**src/rtl/irq_csr_ctrl.sv**
```systemverilog
// irq_csr_ctrl: machine-mode CSR file, free-running counters and interrupt
// entry/return sequencer for a small single-hart core.
// Optional feature macro: IRQ_CSR_CTRL_VECTORED_EN (vectored trap entry when
// mtvec[0]=1). Without it mtvec[0] reads 0 and every trap uses the direct target.
module irq_csr_ctrl #(
    parameter int NUM_IRQ = 4,   // external interrupt lines, 1..16
    parameter int CNT_W   = 32   // counter width, 32..64
) (
    input  logic               clk,
    input  logic               rst,
    input  logic [NUM_IRQ-1:0] irq_in,
    input  logic               csr_we,
    input  logic [11:0]        csr_addr,
    input  logic [31:0]        csr_wdata,
    output logic [31:0]        csr_rdata,
    input  logic               retire,
    input  logic               mret,
    output logic               trap_req,
    input  logic               trap_ack,
    input  logic [31:0]        ack_pc,
    output logic               redirect,
    output logic [31:0]        redirect_pc
);

    localparam logic [11:0] A_MSTATUS  = 12'h300;
    localparam logic [11:0] A_MIE      = 12'h304;
    localparam logic [11:0] A_MTVEC    = 12'h305;
    localparam logic [11:0] A_MEPC     = 12'h341;
    localparam logic [11:0] A_MCAUSE   = 12'h342;
    localparam logic [11:0] A_MIP      = 12'h344;
    localparam logic [11:0] A_MCYCLE   = 12'hB00;
    localparam logic [11:0] A_MINSTRET = 12'hB02;
    localparam logic [11:0] A_MTIMECMP = 12'h7C0;

    typedef enum logic [1:0] {
        ST_IDLE,
        ST_REQ,
        ST_ENTER
    } state_t;

    state_t             r_state;
    state_t             w_next;

    logic               r_mstatus_mie;
    logic               r_mstatus_mpie;
    logic [31:0]        r_mie;
    logic [31:0]        r_mtvec;
    logic [31:0]        r_mepc;
    logic [31:0]        r_mcause;
    logic [CNT_W-1:0]   r_mcycle;
    logic [CNT_W-1:0]   r_minstret;
    logic [CNT_W-1:0]   r_mtimecmp;
    logic               r_mret_pulse;

    logic               w_timer_pend;
    logic [31:0]        w_mip;
    logic [31:0]        w_pend_en;
    logic               w_any_pend;
    logic [4:0]         w_sel_code;
    logic               w_take_trap;
    logic               w_take_mret;
    logic [31:0]        w_trap_pc;

    assign w_timer_pend = (r_mcycle >= r_mtimecmp);

    // Build the live pending vector: timer at bit 7, external lines from bit 16.
    // NOTE: every always_comb output gets a default first so no path can
    // leave it unassigned and infer a latch.
    always_comb begin
        w_mip    = '0;
        w_mip[7] = w_timer_pend;
        for (int i = 0; i < NUM_IRQ; i++) begin
            w_mip[16+i] = irq_in[i];
        end
    end

    assign w_pend_en  = w_mip & r_mie;
    assign w_any_pend = |w_pend_en;

    // Pick the cause code: timer is the fallback, higher external index overrides.
    always_comb begin
        w_sel_code = 5'd7;
        for (int i = 0; i < NUM_IRQ; i++) begin
            if (w_pend_en[16+i]) begin
                w_sel_code = 5'(16 + i);
            end
        end
    end

    // Trap sequencer state register.
    // NOTE: sequential state uses non-blocking assignments so every flop
    // samples the pre-edge values regardless of statement order.
    always_ff @(posedge clk or posedge rst) begin
        if (rst) begin
            r_state <= ST_IDLE;
        end else begin
            r_state <= w_next;
        end
    end

    // Next-state decode; a withdrawn request takes precedence over a late ack so
    // a trap is never entered with a stale cause.
    always_comb begin
        w_next = r_state;
        case (r_state)
            ST_IDLE: begin
                if (r_mstatus_mie && w_any_pend && !mret) begin
                    w_next = ST_REQ;
                end
            end
            ST_REQ: begin
                if (!w_any_pend || !r_mstatus_mie) begin
                    w_next = ST_IDLE;
                end else if (trap_ack) begin
                    w_next = ST_ENTER;
                end
            end
            ST_ENTER: begin
                w_next = ST_IDLE;
            end
            default: begin
                w_next = ST_IDLE;
            end
        endcase
    end

    assign w_take_trap = (r_state == ST_REQ) && (w_next == ST_ENTER);
    assign w_take_mret = (r_state == ST_IDLE) && mret;

    // CSR state: counters, software writes, then trap/mret updates which win.
    always_ff @(posedge clk or posedge rst) begin
        if (rst) begin
            r_mstatus_mie  <= 1'b0;
            r_mstatus_mpie <= 1'b0;
            r_mie          <= '0;
            r_mtvec        <= '0;
            r_mepc         <= '0;
            r_mcause       <= '0;
            r_mcycle       <= '0;
            r_minstret     <= '0;
            r_mtimecmp     <= '1;
            r_mret_pulse   <= 1'b0;
        end else begin
            r_mcycle     <= r_mcycle + 1'b1;
            if (retire) begin
                r_minstret <= r_minstret + 1'b1;
            end
            r_mret_pulse <= w_take_mret;

            if (csr_we) begin
                case (csr_addr)
                    A_MSTATUS: begin
                        r_mstatus_mie  <= csr_wdata[3];
                        r_mstatus_mpie <= csr_wdata[7];
                    end
                    A_MIE: r_mie <= csr_wdata;
`ifdef IRQ_CSR_CTRL_VECTORED_EN
                    A_MTVEC: r_mtvec <= {csr_wdata[31:2], 1'b0, csr_wdata[0]};
`else
                    A_MTVEC: r_mtvec <= {csr_wdata[31:2], 2'b00};
`endif
                    A_MEPC:     r_mepc     <= {csr_wdata[31:2], 2'b00};
                    A_MCAUSE:   r_mcause   <= csr_wdata;
                    A_MCYCLE:   r_mcycle   <= CNT_W'(csr_wdata);
                    A_MINSTRET: r_minstret <= CNT_W'(csr_wdata);
                    A_MTIMECMP: r_mtimecmp <= CNT_W'(csr_wdata);
                    default: ;
                endcase
            end

            if (w_take_trap) begin
                r_mepc         <= ack_pc & 32'hFFFF_FFFC;
                r_mcause       <= {1'b1, 26'b0, w_sel_code};
                r_mstatus_mpie <= r_mstatus_mie;
                r_mstatus_mie  <= 1'b0;
            end else if (w_take_mret) begin
                r_mstatus_mie  <= r_mstatus_mpie;
                r_mstatus_mpie <= 1'b1;
            end
        end
    end

    // Trap entry target, optionally offset by the latched cause code.
    always_comb begin
        w_trap_pc = {r_mtvec[31:2], 2'b00};
`ifdef IRQ_CSR_CTRL_VECTORED_EN
        if (r_mtvec[0]) begin
            w_trap_pc = {r_mtvec[31:2], 2'b00} + {25'b0, r_mcause[4:0], 2'b00};
        end
`endif
    end

    assign trap_req    = (r_state == ST_REQ);
    assign redirect    = (r_state == ST_ENTER) || r_mret_pulse;
    assign redirect_pc = r_mret_pulse ? r_mepc : w_trap_pc;

    // CSR read mux; unmapped addresses read zero.
    always_comb begin
        csr_rdata = '0;
        case (csr_addr)
            A_MSTATUS:  csr_rdata = {24'b0, r_mstatus_mpie, 3'b0, r_mstatus_mie, 3'b0};
            A_MIE:      csr_rdata = r_mie;
            A_MTVEC:    csr_rdata = r_mtvec;
            A_MEPC:     csr_rdata = r_mepc;
            A_MCAUSE:   csr_rdata = r_mcause;
            A_MIP:      csr_rdata = w_mip;
            A_MCYCLE:   csr_rdata = r_mcycle[31:0];
            A_MINSTRET: csr_rdata = r_minstret[31:0];
            A_MTIMECMP: csr_rdata = r_mtimecmp[31:0];
            default:    csr_rdata = '0;
        endcase
    end

endmodule

```
**config.mk**
```make
export PLATFORM = sky130hd
export DESIGN_NAME = irq_csr_ctrl
export DESIGN_NICKNAME = d
export VERILOG_FILES = /design/src/rtl/irq_csr_ctrl.sv
export SDC_FILE = /design/constraint.sdc
export NUM_CORES = 1
export LEC_CHECK = 0
export CAP_MARGIN = 25
export CORE_MARGIN = 2
export CORE_UTILIZATION = 45
export DETAILED_ROUTE_END_ITERATION = 8
export PLACE_DENSITY = 0.67
export SETUP_SLACK_MARGIN = 0.2
export SLEW_MARGIN = 20
export SYNTH_ARGS = -nofsm -noshare
export SYNTH_HDL_FRONTEND = slang
export SYNTH_SLANG_ARGS = --single-unit
```
**constraint.sdc**
```tcl
create_clock -name clk -period 9.4 [get_ports clk]
set_input_delay 2.35 -clock clk [delete_from_list [all_inputs] [get_ports clk]]
set_output_delay 2.35 -clock clk [all_outputs]
set_load 0.02 [all_outputs]
```
Yosys cells after proc, flatten, opt, wreduce, memory -nomap -nowiden. Index checks and enable logic that the tools add are counted. Widths: inputs -> output; s select.

Add/subtract/negate cells: 2. Multiply operators: 0. Divide/modulo/power cells: 0. Magnitude comparators: 1. Equality and inequality tests: 12. Shift-type cells: 0. Mux-type cells: 29. Bitwise operators: 1. Reduce and logical (&&, ||, !) cells: 22.

Operators by type and width (count): $mux 32 (12); $pmux 32 s9 (1); $eq 12x10->1 const B (6); $add 32x1->32 const B (2); $and 20x32->32 (1); $ge 32x32->1 (1); $reduce_or 32->1 (1); $eq 12x12->1 const B (2); $mux 5 (4); $eq 12x11->1 const B (1); $reduce_and 2->1 (6); $mux 1 (8); $mux 2 (3); $reduce_bool 2->1 (3); $reduce_bool 3->1 (2); $eq 2x2->1 const B (2); $logic_and 1x1->1 (4); $pmux 2 s2 (1); $logic_not 1->1 (3); $eq 2x1->1 const B (1); $logic_not 2->1 (1); $logic_or 1x1->1 (2).

Register bits: 227. Bits in latches: 0. Memory bits (writable): 0. ROM bits: 0. Input port bits: 86. Output and inout port bits: 66. Logic and storage cells: 78. Memories: 0.

Depth between registers and ports, before layout. Gate-level depths: netlist of run 1.

Word-level depth: 11. Depth in mapped cells: 11. Depth with buffers taken out: 9.

Least setup slack after synthesis of run 1. OpenSTA, ideal clock, no wires.

Path kind: input to output. From: in csr_addr[4]. To: out csr_rdata[13]. Data arrival time: 4.017 ns. Required time: 7.050 ns. Slack: 3.033 ns. Stages: 8. Buffers on the path: 2. Cells stage by stage: and4bb_2 and2b_1 and2_1 and4_1 buf_2 clkbuf_1 a222oi_1 nand3_1.

Cells in the longest elaborated chain, start to end: 2. Elaborated cells between the ends (all ways): 10. Classes of those cells: eq/ne: 9; mux: 1.

Ends and longest elaborated chain: start: declaration (line 13) `input logic [11:0] csr_addr,`; $eq 12x11->1, or another cell as far along (line 200) `case (csr_addr)`; $pmux 32 s9 (*) (line 200); end: declaration (line 15) `output logic [31:0] csr_rdata,`.

Every way passes the cells marked *; elsewhere a longest branch is shown, timed or not.

Worst setup path after layout of run 1.
From: in csr_addr[0]. To: out csr_rdata[30].

Same word-level chain as after synthesis.

==> flow_summary_export.csv, run 1 <==
group,metric,value,unit
critical_path,cp-startpoint,"csr_addr[0]",
placement,dp_hpwl,25.2,mm
route,avgRoutedWirePerCell,21.6,µm
pwr,p_total,2350,µW
synth,synthTopCellsByArea,"dfrtp_1 38%, mux2_2 14%, dfstp_2 6.6%, nand2_1 5.9%, ha_1 3.4%",
clocking,hold_buffers,0,
synth,async_flop_share,100,%
finish,layout_commonest_cell,"nand2_1",
synth,synth-main-ff-cell,"dfrtp_1",
timing,slew_headroom,32.7,%
pwr,power_density,151,mW/mm²
route,num_vias,10166,
placement,dpl-instance-area,0.0146,mm²
placement,gp_congestion,0.900,
timing,maxSlewViolCount,0,
critical_path,startpoint_type,"primary input",
timing,worst_pin_slew,1010,ps
critical_path,path_max_fanout,16,
timing,holdWs,507,ps
synth,synthMuxAreaShare,19.1,%
clocking,post_cts_resized,0,
clocking,cts_setup_buffers,0,
finish,num-fill-cells,2421,
floorplanning,start_util,45.6,%
synth,yosysTopAreaCell,"dfrtp_1",
global_route,grt_pass1_vias,10219,
synth,synth_compound_area_share,12.0,%
timing,fin_crit,8260,ps
synth,synth_xor_area_share,4.21,%
pwr,power_frac_clock,45.7,%
floorplanning,core_area,0.0278,mm²
synth,syn_area,0.0127,mm²
global_route,grtUsageTotal,25.7,%
floorplanning,ioPinCount,152,
critical_path,reg2reg_from,"r_mtimecmp[13]",
critical_path,worst-setup-path-type,"primary input to output pin",
clocking,cts_tree,"yes",
clocking,insertion_delay,530,ps
finish,regArea,0.00567,mm²
synth,syn_inst,1215,
critical_path,critPathSlowestCell,"and3_1",
finish,layout_common_cells,"198 x nand2_1, 193 x dfrtp_1, 161 x mux2_2",
pwr,p_switching,579,µW
finish,multi_input_area,0.00658,mm²
critical_path,r2r_end,"r_mcause[3]",
route,wirelength,37.7,mm
timing,hold_viol_final,0,
critical_path,reg2regPathDepth,10,
synth,synthSimpleGateAreaFrac,12.8,%
critical_path,worstPathRequired,7050,ps
global_route,antenna_found_initial,2,
timing,tns,0,ps
finish,final_cells,1746,
clocking,cts.sinks,225,
route,via_per_inst,5.82,
clocking,root_buffer,"clkbuf_16",
global_route,grt_max_degree,78,
critical_path,slowest_delay,910,ps
pwr,power_leakage,0.00680,µW
run_status,status,"completed",
synth,synth-adder-area-share,3.35,%
synth,avgSynthCellArea,10.4,µm²
global_route,grt_pass1_wl,58.2,mm
clocking,clk_pin_slew,60,ps
synth,synth_top_family_by_area,"multiplexers",
pwr,switching_share,24.6,%
pwr,peakVddDrop,86.2,µV
finish,nets,1468,
timing,setup_viol,0,
flow_run,drv_cap,0,
hold_path,worstHoldStart,"r_mie[3]",
pwr,power_frac_seq,44.8,%
floorplanning,core.rowCount,61,
timing,clock_skew,8.32,ps
critical_path,worstSetupEndpointType,"output pin",
clocking,htree_levels,1,
timing,min_period_over_period,87.9,%
hold_path,hold_path.class,"flop to flop",
route,initialDrtViolationCount,1032,
critical_path,path_cells,"clkdlybuf4s50_1 -> nor4_1 -> and3_1 -> nand2_1 -> o21ai_0 -> a22oi_1 -> nand2_1 -> clkdlybuf4s50_1",
critical_path,regToRegSetupSlack,5910,ps
route,ant_nets,0,
clocking,cts_inserted_buffers,26,
synth,ys.warnings.count,0,
clocking,clk_path_buf_depth,3,
global_route,overflow,0,
route,dr.pass1.iters,8,
synth,synth_seq_cells,225,
synth,ys_seq_area_share,44.7,%
pwr,power_frac_comb,9.6,%
floorplanning,die_h,172,µm
synth,synth_edf_count,0,
finish,final_area,0.0155,mm²
floorplanning,die_w,172,µm
critical_path,arrival,5910,ps
pwr,p_int,1770,µW
finish,drive_above_1_share,23.5,%
route,drc,0,
floorplanning,die-area,0.0295,mm²
timing,grt_setup_unrepaired,"false",
placement,placedCellCount,1696,
critical_path,setup.worst_path.end,"csr_rdata[30]",
synth,synth.distinct_cells,59,
timing,max_freq,0.121,GHz
synth,yosysTopAreaCellShare,38.1,%
placement,io_buffers,147,
finish,syn_to_final_growth,22.6,%
==> cells by family after synthesis <==
family,Yosys count
XOR/XNOR,61
AND/OR/NAND/NOR,352
multiplexers,209
other,1
buffers and inverters,112
AO/OA/AOI/OAI,221
adder cells (fa/ha/maj),34
flip-flops,225
==> synthesized netlist by cell type, drive strengths merged, types with 7 or more instances <==
master and number:
nor3 16, a22oi 44, clkbuf 42, xnor2 21
a21oi 41, nand3 42, nand2 199, buf 27
dfstp 32, and3 12, xor2 40, nor2 27
a222oi 34, dfrtp 193, o21ai 82, ha 34
inv 43, and4 7, mux2 189, nand4 21
mux2i 20
==> registers in the layout, summed over array words and instances (netlist names), 2 cells and up <==
signal / count
r_mcause: 32
r_mcycle: 32
r_mie: 32
r_minstret: 32
r_mtimecmp: 32
r_mepc: 30
r_mtvec: 30
r_state: 2
==> per-stage QoR <==
stage	setup WS (ps)	utilization [%]
after floorplan	940	-
after global placement	1270	52.3
after detailed placement	1270	52.5
after CTS	1260	55.8
after global routing	1040	56.0
final	1140	56.0
==> worst max-delay path: cells and delay by family <==
| kind | cells | cell delay, ps |
|---|---|---|
| and+or+nand+nor | 4 | 1850 |
| AOI/OAI and AO/OA | 2 | 240 |
| buffers and inverters | 2 | 1470 |
==> worst min path at each step <==
stage / endpoint / slack (ps) / cells past startpoint
after floorplan: r_mcause[31] / 460 / 2
after global placement: r_state[0] / 480 / 1
after detailed placement: r_mcause[31] / 490 / 2
after CTS: r_state[0] / 500 / 1
after global routing: r_mie[21] / 510 / 1
final: r_mie[3] / 510 / 1
==> cell type report <==
class                           instances  share of cell area, %
Clock inverter                          9                  0.797
Sequential cell                       225                   36.5
Inverter                               43                   1.09
Tap cell                              378                   3.04
Multi-Input combinational cell        879                   42.3
Antenna cell                            1                 0.0161
Timing Repair Buffer                  173                   11.2
Clock buffer                           38                   5.13
==> per-layer routing <==
metal / part of all wire, % / track usage (%)
met1: 45 / 35.9
met2: 45 / 40.7
met3: 6.4 / 4.17
met4: 3.5 / 8.88
met5: 0.035 / 0
==> power by group through the flow <==
stage / combinational (µW) / sequential (µW) / clock (µW)
final: 226 / 1050 / 1070
after floorplan: 134 / 1050 / 0
after CTS: 224 / 1050 / 1090
after detailed placement: 223 / 1070 / 0
after global placement: 217 / 1070 / 0
after global routing: 250 / 1060 / 1130
(Power assumes the default switching activity.)
==> run 2: changes to the inputs <==
--- a/config.mk
+++ b/config.mk
@@ -10,7 +10,7 @@
 export CORE_UTILIZATION = 45
 export DETAILED_ROUTE_END_ITERATION = 8
 export PLACE_DENSITY = 0.67
-export SETUP_SLACK_MARGIN = 0.2
+export SETUP_SLACK_MARGIN = 0.3
 export SLEW_MARGIN = 20
 export SYNTH_ARGS = -nofsm -noshare
 export SYNTH_HDL_FRONTEND = slang
==> results of run 2 <==
No change in the layout: final DEF, timing and power equal those of run 1.
